$ cat config.mk
export PLATFORM = sky130hd
export DESIGN_NAME = hack_mul_unit
export DESIGN_NICKNAME = d
export VERILOG_FILES = /design/src/rtl/hack_pkg.sv /design/src/rtl/hack_alu.sv /design/src/rtl/hack_mul_unit.sv /design/src/rtl/hack_mul_seq.sv
export SDC_FILE = /design/constraint.sdc
export NUM_CORES = 1
export LEC_CHECK = 0
export BUFFER_PORTS_ARGS = -buffer_cell sky130_fd_sc_hd__buf_2
export CORE_MARGIN = 2
export CORE_UTILIZATION = 45
export DETAILED_ROUTE_END_ITERATION = 8
export HOLD_SLACK_MARGIN = 0.08
export PLACE_DENSITY = 0.77
export REMOVE_ABC_BUFFERS = 1
export SYNTH_ARGS = -nofsm -noshare
export SYNTH_HDL_FRONTEND = slang
export SYNTH_SLANG_ARGS = --single-unit
$ cat constraint.sdc
create_clock -name clk -period 4.2 [get_ports clk]
set_input_delay 0.84 -clock clk [delete_from_list [all_inputs] [get_ports clk]]
set_output_delay 0.84 -clock clk [all_outputs]
set_load 0.1 [all_outputs]
$ cat src/rtl/hack_pkg.sv
// Shared definitions for the Hack multiply sequencer: state encoding and the
// six-bit ALU control words in {zx,nx,zy,ny,f,no} order.
package hack_pkg;

  typedef enum logic [1:0] {
    IDLE = 2'd0,
    ADD  = 2'd1,
    DBL  = 2'd2,
    DONE = 2'd3
  } state_e;

  localparam logic [5:0] ALU_ADD  = 6'b000010;
  localparam logic [5:0] ALU_ZERO = 6'b101010;

  typedef struct packed {
    logic zx;
    logic nx;
    logic zy;
    logic ny;
    logic f;
    logic no;
  } alu_ctrl_t;

  function automatic alu_ctrl_t alu_ctrl(input logic [5:0] code);
    return alu_ctrl_t'(code);
  endfunction

endpackage

$ cat src/rtl/hack_alu.sv
// Standard 16-bit Hack ALU: purely combinational, x/y preset, negate,
// add-or-and, and output negate, plus zero/negative flags.
module hack_alu (
  input  logic [15:0] x,
  input  logic [15:0] y,
  input  logic        zx,
  input  logic        nx,
  input  logic        zy,
  input  logic        ny,
  input  logic        f,
  input  logic        no,
  output logic [15:0] out,
  output logic        zr,
  output logic        ng
);

  logic [15:0] x_z;
  logic [15:0] x_n;
  logic [15:0] y_z;
  logic [15:0] y_n;
  logic [15:0] fn;

  always_comb begin
    x_z = zx ? 16'h0000 : x;
    x_n = nx ? ~x_z : x_z;
    y_z = zy ? 16'h0000 : y;
    y_n = ny ? ~y_z : y_z;
    fn  = f ? (x_n + y_n) : (x_n & y_n);
    out = no ? ~fn : fn;
    zr  = (out == 16'h0000);
    ng  = out[15];
  end

endmodule

$ cat src/rtl/hack_mul_unit.sv
// Standalone multiply unit: the sequencer paired with its own Hack ALU.
module hack_mul_unit (
`ifdef USE_POWER_PINS
  inout  wire         vccd1,
  inout  wire         vssd1,
`endif
  input  logic        clk,
  input  logic        rst_n,
  input  logic        req_valid,
  output logic        req_ready,
  input  logic [15:0] a,
  input  logic [15:0] b,
  output logic        resp_valid,
  input  logic        resp_ready,
  output logic [15:0] prod,
  output logic        alu_zr,
  output logic        alu_ng
);

  logic [15:0] alu_x;
  logic [15:0] alu_y;
  logic [15:0] alu_out;
  logic        alu_zx;
  logic        alu_nx;
  logic        alu_zy;
  logic        alu_ny;
  logic        alu_f;
  logic        alu_no;

  hack_mul_seq #(.WIDTH(16)) u_seq (
`ifdef USE_POWER_PINS
    .vccd1      (vccd1),
    .vssd1      (vssd1),
`endif
    .clk        (clk),
    .rst_n      (rst_n),
    .req_valid  (req_valid),
    .req_ready  (req_ready),
    .a          (a),
    .b          (b),
    .resp_valid (resp_valid),
    .resp_ready (resp_ready),
    .prod       (prod),
    .alu_x      (alu_x),
    .alu_y      (alu_y),
    .alu_zx     (alu_zx),
    .alu_nx     (alu_nx),
    .alu_zy     (alu_zy),
    .alu_ny     (alu_ny),
    .alu_f      (alu_f),
    .alu_no     (alu_no),
    .alu_out    (alu_out)
  );

  hack_alu u_alu (
    .x   (alu_x),
    .y   (alu_y),
    .zx  (alu_zx),
    .nx  (alu_nx),
    .zy  (alu_zy),
    .ny  (alu_ny),
    .f   (alu_f),
    .no  (alu_no),
    .out (alu_out),
    .zr  (alu_zr),
    .ng  (alu_ng)
  );

endmodule

$ cat src/rtl/hack_mul_seq.sv
// Shift-and-add multiplier that borrows an external Hack ALU for every add;
// it keeps only the accumulator, shifted multiplicand and remaining multiplier.
module hack_mul_seq #(
  parameter int WIDTH = 16
) (
`ifdef USE_POWER_PINS
  inout  wire              vccd1,
  inout  wire              vssd1,
`endif
  input  logic             clk,
  input  logic             rst_n,
  input  logic             req_valid,
  output logic             req_ready,
  input  logic [WIDTH-1:0] a,
  input  logic [WIDTH-1:0] b,
  output logic             resp_valid,
  input  logic             resp_ready,
  output logic [WIDTH-1:0] prod,
  output logic [WIDTH-1:0] alu_x,
  output logic [WIDTH-1:0] alu_y,
  output logic             alu_zx,
  output logic             alu_nx,
  output logic             alu_zy,
  output logic             alu_ny,
  output logic             alu_f,
  output logic             alu_no,
  input  logic [WIDTH-1:0] alu_out
);

  import hack_pkg::*;

  state_e           state;
  logic [WIDTH-1:0] acc;
  logic [WIDTH-1:0] mc;
  logic [WIDTH-1:0] mp;
  logic [WIDTH-1:0] mp_shr;
  logic [5:0]       alu_code;
  alu_ctrl_t        ctrl;

  assign mp_shr = mp >> 1;

  // Sequencer: ADD folds the current multiplicand into acc, DBL doubles it
  // through the ALU (mc + mc) while the multiplier shifts right.
  always_ff @(posedge clk or negedge rst_n) begin
    if (!rst_n) begin
      state <= IDLE;
      acc   <= '0;
      mc    <= '0;
      mp    <= '0;
    end else begin
      case (state)
        IDLE: begin
          if (req_valid) begin
            acc <= '0;
            mc  <= a;
            mp  <= b;
            if (b == '0)     state <= DONE;
            else if (b[0])   state <= ADD;
            else             state <= DBL;
          end
        end
        ADD: begin
          acc   <= alu_out;
          state <= (mp_shr == '0) ? DONE : DBL;
        end
        DBL: begin
          mc    <= alu_out;
          mp    <= mp_shr;
          state <= mp_shr[0] ? ADD : DBL;
        end
        DONE: begin
          if (resp_ready) state <= IDLE;
        end
        default: state <= IDLE;
      endcase
    end
  end

  // ALU drive is a pure decode of registered state, so the combinational
  // ALU path never sees the handshake inputs.
  always_comb begin
    alu_code = ALU_ZERO;
    alu_x    = '0;
    alu_y    = '0;
    case (state)
      ADD: begin
        alu_code = ALU_ADD;
        alu_x    = acc;
        alu_y    = mc;
      end
      DBL: begin
        alu_code = ALU_ADD;
        alu_x    = mc;
        alu_y    = mc;
      end
      default: ;
    endcase
  end

  assign ctrl       = alu_ctrl(alu_code);
  assign alu_zx     = ctrl.zx;
  assign alu_nx     = ctrl.nx;
  assign alu_zy     = ctrl.zy;
  assign alu_ny     = ctrl.ny;
  assign alu_f      = ctrl.f;
  assign alu_no     = ctrl.no;

  assign req_ready  = (state == IDLE);
  assign resp_valid = (state == DONE);
  assign prod       = acc;

endmodule

Word-level counts from Yosys, hierarchy flattened
Index checks and enable logic that the tools add are counted.

Bitwise logic cells: 4. Multiplexer cells: 22. Reduce and logical (&&, ||, !) cells: 10. Add/subtract/negate cells: 1. Multiply operators: 0. Shifts and indexed selects: 0. Eq/ne operators: 5. $lt $le $gt $ge: 0. Div/mod/pow operators: 0.

Operator list (number): $mux 16 (10); $pmux 16 s2 (4); $logic_not 16->1 (3); $not 16->16 (3); $add 16x16->16 (1); $and 16x16->16 (1); $mux 2 (5); $pmux 2 s4 (1); $mux 6 (1); $reduce_and 2->1 (3); $eq 2x2->1 const B (2); $reduce_bool 2->1 (2); $eq 2x1->1 const B (1); $logic_not 2->1 (1); $ne 2x1->1 const B (1); $ne 2x2->1 const B (1); $reduce_or 2->1 (1); $mux 1 (1).

Memories kept: 0. Bits in registers: 50. Latch bits: 0. Input port bits: 36. Bits in read-only memories: 0. Memory bits (writable): 0. Word-level logic and storage cells: 46.

Longest topological paths before layout
Depth after elaboration: 11. Gate-level depth with buffers: 16. Mapped depth without buffers: 13.

Modules after synthesis
From an unflattened synthesis, not the netlist that was laid out.

Cells, all modules: 516. Area total of the unflattened synthesis: 4489.3 µm².

Modules (own cells, without submodules): hack_mul_seq (cells an instance 249, instances 1, area each 2582.5 µm²); hack_alu (cells an instance 267, instances 1, area each 1906.8 µm²).

Worst setup path before layout
Ideal clock, no wire load.

Kind: register -> output. Start point: register u_seq.state[0]. End point: output port alu_zr. Stages on the path, launching flop included: 16. Slack: -1.657 ns. Arrival: 5.017 ns. Path buffers: 3. Cells stage by stage: dfrtp_1 > inv_1 > ha_1 > and2_1 > clkbuf_1 > clkbuf_1 > a22o_1 > ha_1 > buf_2 > nand4_1 > or3_1 > o21ai_1 > o221ai_1 > xor2_1 > nor2_1 > and4b_1.

Cells in the longest elaborated chain, start to end: 11. Elaborated cells on any way between the ends: 18.

RTL lines: start, declared (RTL line hack_mul_seq.sv:32) `state_e state;`; start signal, assigned (RTL line hack_mul_seq.sv:64) `state <= (mp_shr == '0) ? DONE : DBL;`; start signal, assigned (RTL line hack_mul_seq.sv:69) `state <= mp_shr[0] ? ADD : DBL;`; $eq 2x1->1 or $eq 2x2->1 (tied branches) (RTL line hack_mul_seq.sv:85) `case (state)`; $reduce_or 2->1 (no source line); $mux 6 or $mux 16 (tied branches) (RTL line hack_mul_seq.sv:85); $mux 16 (on tied branches) (RTL line hack_alu.sv:24, hack_alu.sv:26); $not 16->16 (on tied branches) (RTL line hack_alu.sv:25, hack_alu.sv:27); $mux 16 (on tied branches) (RTL line hack_alu.sv:25, hack_alu.sv:27); $add 16x16->16 or $and 16x16->16 (tied branches) (RTL line hack_alu.sv:28) `fn = f ? (x_n + y_n) : (x_n & y_n);`; $mux 16 * (RTL line hack_alu.sv:28); $not 16->16 (RTL line hack_alu.sv:29) `out = no ? ~fn : fn;`; $mux 16 * (RTL line hack_alu.sv:29); named net alu_ng (RTL line hack_mul_unit.sv:17) `output logic alu_ng`; $logic_not 16->1 * (RTL line hack_alu.sv:30) `zr = (out == 16'h0000);`; end, declared (RTL line hack_mul_unit.sv:16) `output logic alu_zr,`.

Mark *: on every way through the listed nets, which the timed path passes. The rest lies on a longest branch.

Worst setup path in the final report
Start point: register u_seq.state[0]. End point: output port alu_zr.

Cells in the longest elaborated chain, start to end: 11. Elaborated cells on any way between the ends: 18.

RTL lines (RTL line): $eq 2x1->1 or $eq 2x2->1 (tied branches) (hack_mul_seq.sv:85); $reduce_or 2->1 (no source line); $mux 6 or $mux 16 (tied branches) (hack_mul_seq.sv:85); $mux 16 (on tied branches) (hack_alu.sv:24, hack_alu.sv:26); $not 16->16 (on tied branches) (hack_alu.sv:25, hack_alu.sv:27); $mux 16 (on tied branches) (hack_alu.sv:25, hack_alu.sv:27); $add 16x16->16 or $and 16x16->16 (tied branches) (hack_alu.sv:28); $mux 16 * (hack_alu.sv:28); $not 16->16 (hack_alu.sv:29); $mux 16 * (hack_alu.sv:29); $logic_not 16->1 * (hack_alu.sv:30).

Mark *: on every way between the ends. The rest lies on a longest branch, timed or not.

==> impl_results.md <==
- Post-DP HPWL: 6.51 mm
- Total track usage: 23.0%
- Largest net degree at the start of global routing: 50
- Area leader, netlist: dfrtp_1
- WL/cell: 17.3 um
- H-tree depth: 2
- Yosys reg bits: 49
- Top cell type's share of synthesized area: 36.5%
- Hold WC Path Type: reg2reg
- RSZ-0062 raised after global routing: true
- Die area: 8180 um^2
- First-pass GRT wire length: 15.4 mm
- Period utilization: 111%
- Worst Max-Slew Pin Slew: 1.11 ns
- WP data required: 3.36 ns
- Fillers: 595
- Die Wd: 90.4 um
- Vias per inst: 5.83
- Sequential area share after synthesis: 36.5%
- Ports: 56
- Final hold viol count: 0
- Post-CTS Hold Fix Bufs: 0
- Detail Route Antenna Nets: 0
- Slew HR: 25.8%
- Drt first-iter violations: 146
- Vias in the first global route: 3,239
- Post-route worst setup slack: -0.483 ns
- Routability cong.: 0.961
- Yosys warnings: 0
- Post-synth EDFFs: 0
- Post-layout util: 62.9%
- Max Clk Rate: 214 MHz
- Crit Path Class: reg2out
- Area Overhead vs Synth: 35.7%
- Die height: 90.4 um
- Worst-path clk slew: 0.10 ns
- Max cap viols: 0
- Clock Sinks: 49
- Initial Util: 46.3%
- Initial DRT Pass Iterations: 6
- CTS tree: yes
- Core Rows: 31
- Mapped Area: 3360 um^2
- Core area: 7250 um^2
- Post-place setup slack: -0.369 ns
- Clock Path Buffers: 2
- Worst setup SP type: register
- Clock skew: 0.0144 ns
- CP Capture Type: output pin
- Dominant synthesized flop cell: dfrtp_1
- Initial antenna violation count: 0
- Failing checks: setup timing
- Ranking of synthesized cells by area: dfrtp_1, mux2i_1, ha_1, o21ai_0, a22o_1
- Remaining global-route overflow: 0
- Syn Area/Cell: 9.16 um^2
- TNS Setup: -0.483 ns
- Layout net count: 525
- DR vias: 3,310
- Min Clock Period, post-route: 4.68 ns
- Num CTS Buffers: 5
- Drt total wl: 9.85 mm
- Largest fanout on the critical path: 4
- CTS root buffer: clkbuf_8
- Post-synth ARST share: 100%
- CP arrival: 3.84 ns
- DRC viols: 0
- Max Slew Vio Count: 0
- Fraction of layout cells with a size suffix above 1: 35.6%
- N_diodes: 0
- Outcome: finished, violations left
- Clk_lat worst skew: 0.31 ns
- Synth cell types: 52
- Cells after synthesis: 367
- # setup viols final: 1
- I/O Buffers: 55
## metrics by stage
step | cell area [um^2] | hold slack (ns) | cells
final | 4560 | 0.515 | 568
after global routing | 4560 | 0.556 | 568
after CTS | 4420 | 0.515 | 565
after detailed placement | 4110 | 0.494 | 551
after global placement | 4110 | 0.479 | 551
after floorplan | 3280 | 0.465 | 346
## worst paths after layout
| kind | startpoint | end | slack [ns] | cells past startpoint |
|---|---|---|---|---|
| setup / recovery | u_seq.state[0] | alu_zr | -0.48 | 13 |
| hold / removal | u_seq.mp[2] | u_seq.mp[2] | 0.51 | 2 |
| setup reg to reg | u_seq.state[0] | u_seq.mc[10] | 0.70 | 15 |
| hold reg to reg | u_seq.mp[2] | u_seq.mp[2] | 0.51 | 2 |
| max in group asynchronous | rst_n | u_seq.prod[0] | 2.77 | 1 |
| min in group asynchronous | rst_n | u_seq.mc[14] | 0.73 | 1 |
## area by class of cell
cell class,instances,area [um^2],area share [%]
clock buffer,6,82.6,1.81
clock inverter,2,13.8,0.302
inverter,8,30.0,0.658
multi-input combinational,289,2300,50.4
sequential,49,1230,26.9
tap,99,124,2.72
timing repair buffer,115,786,17.2
## placed cells by master, fill, tap and decap left out, types with 7 or more instances in the layout
| cell | netlist | layout |
|---|---|---|
| mux2i_1 | 30 | 29 |
| o21ai_0 | 46 | 41 |
| ha_4 | 0 | 9 |
| dfrtp_1 | 49 | 49 |
| a22o_1 | 24 | 22 |
| a21oi_1 | 11 | 7 |
| ha_1 | 20 | 8 |
| buf_2 | 1 | 53 |
| buf_4 | 0 | 53 |
| nor2_1 | 13 | 13 |
| nand2_1 | 44 | 44 |
| and2_1 | 17 | 15 |
## critical path, stage by stage (launching register included)
cell and delay (ns):
dfrtp_1 0.40, inv_2 0.09, ha_4 0.21, and2_4 0.17, a22o_1 0.23, ha_2 0.18, fa_2 0.37, a21o_2 0.20
a211oi_1 0.35, a21oi_1 0.15, or4b_4 0.56, nor4_4 0.15, and4b_1 0.28, buf_12 0.19
## kinds of logic after synthesis
family          after synthesis  share of synthesized area (%)
simple gates                109                           16.5
buf+inv                      29                           3.28
fa+ha+maj                    21                           8.04
mux                          31                           9.27
xor+xnor                     11                           2.87
compound gates              117                           23.5
flops                        49                           36.5
## layer usage
layer | track usage (%) | part of all wire [%]
met4 | 8.08 | 1.9
met2 | 39.2 | 51
met3 | 3.59 | 4.3
met5 | 0 | 0
met1 | 29.7 | 43
## registers in the layout (all words and copies together) (netlist names)
signal       cells
u_seq.mp        15
u_seq.state      2
u_seq.mc        16
u_seq.prod      16
## synth_stat cells (2+ instances only)
cell type	number
inv_1	8
nor4_1	7
nor2_1	13
buf_1	2
xor2_1	4
o21a_1	5
mux2i_1	30
nor4b_1	2
a21oi_1	11
dfrtp_1	49
a32o_1	2
a22o_1	24
nand3b_1	2
o21ai_0	46
a21o_1	5
xnor2_1	7
nand4_1	4
nand2_1	44
or4b_1	2
ha_1	20
nor2b_1	2
nand2b_1	5
nor3b_1	2
and2_1	17
o21ai_1	3
o21bai_1	2
nand3_1	2
nor3_1	4
clkbuf_1	18
o311a_1	2
a211oi_2	2
## timing repair
item	in CTS	in global routing
endpoints found under the hold margin	0	0
buffers inserted	7	3
pin swaps	18	17
resized for setup	36	19
setup endpoints to repair	2	2
Power is not shown: default switching activity piles up to over one toggle a cycle in this logic, so the estimate is an artifact.
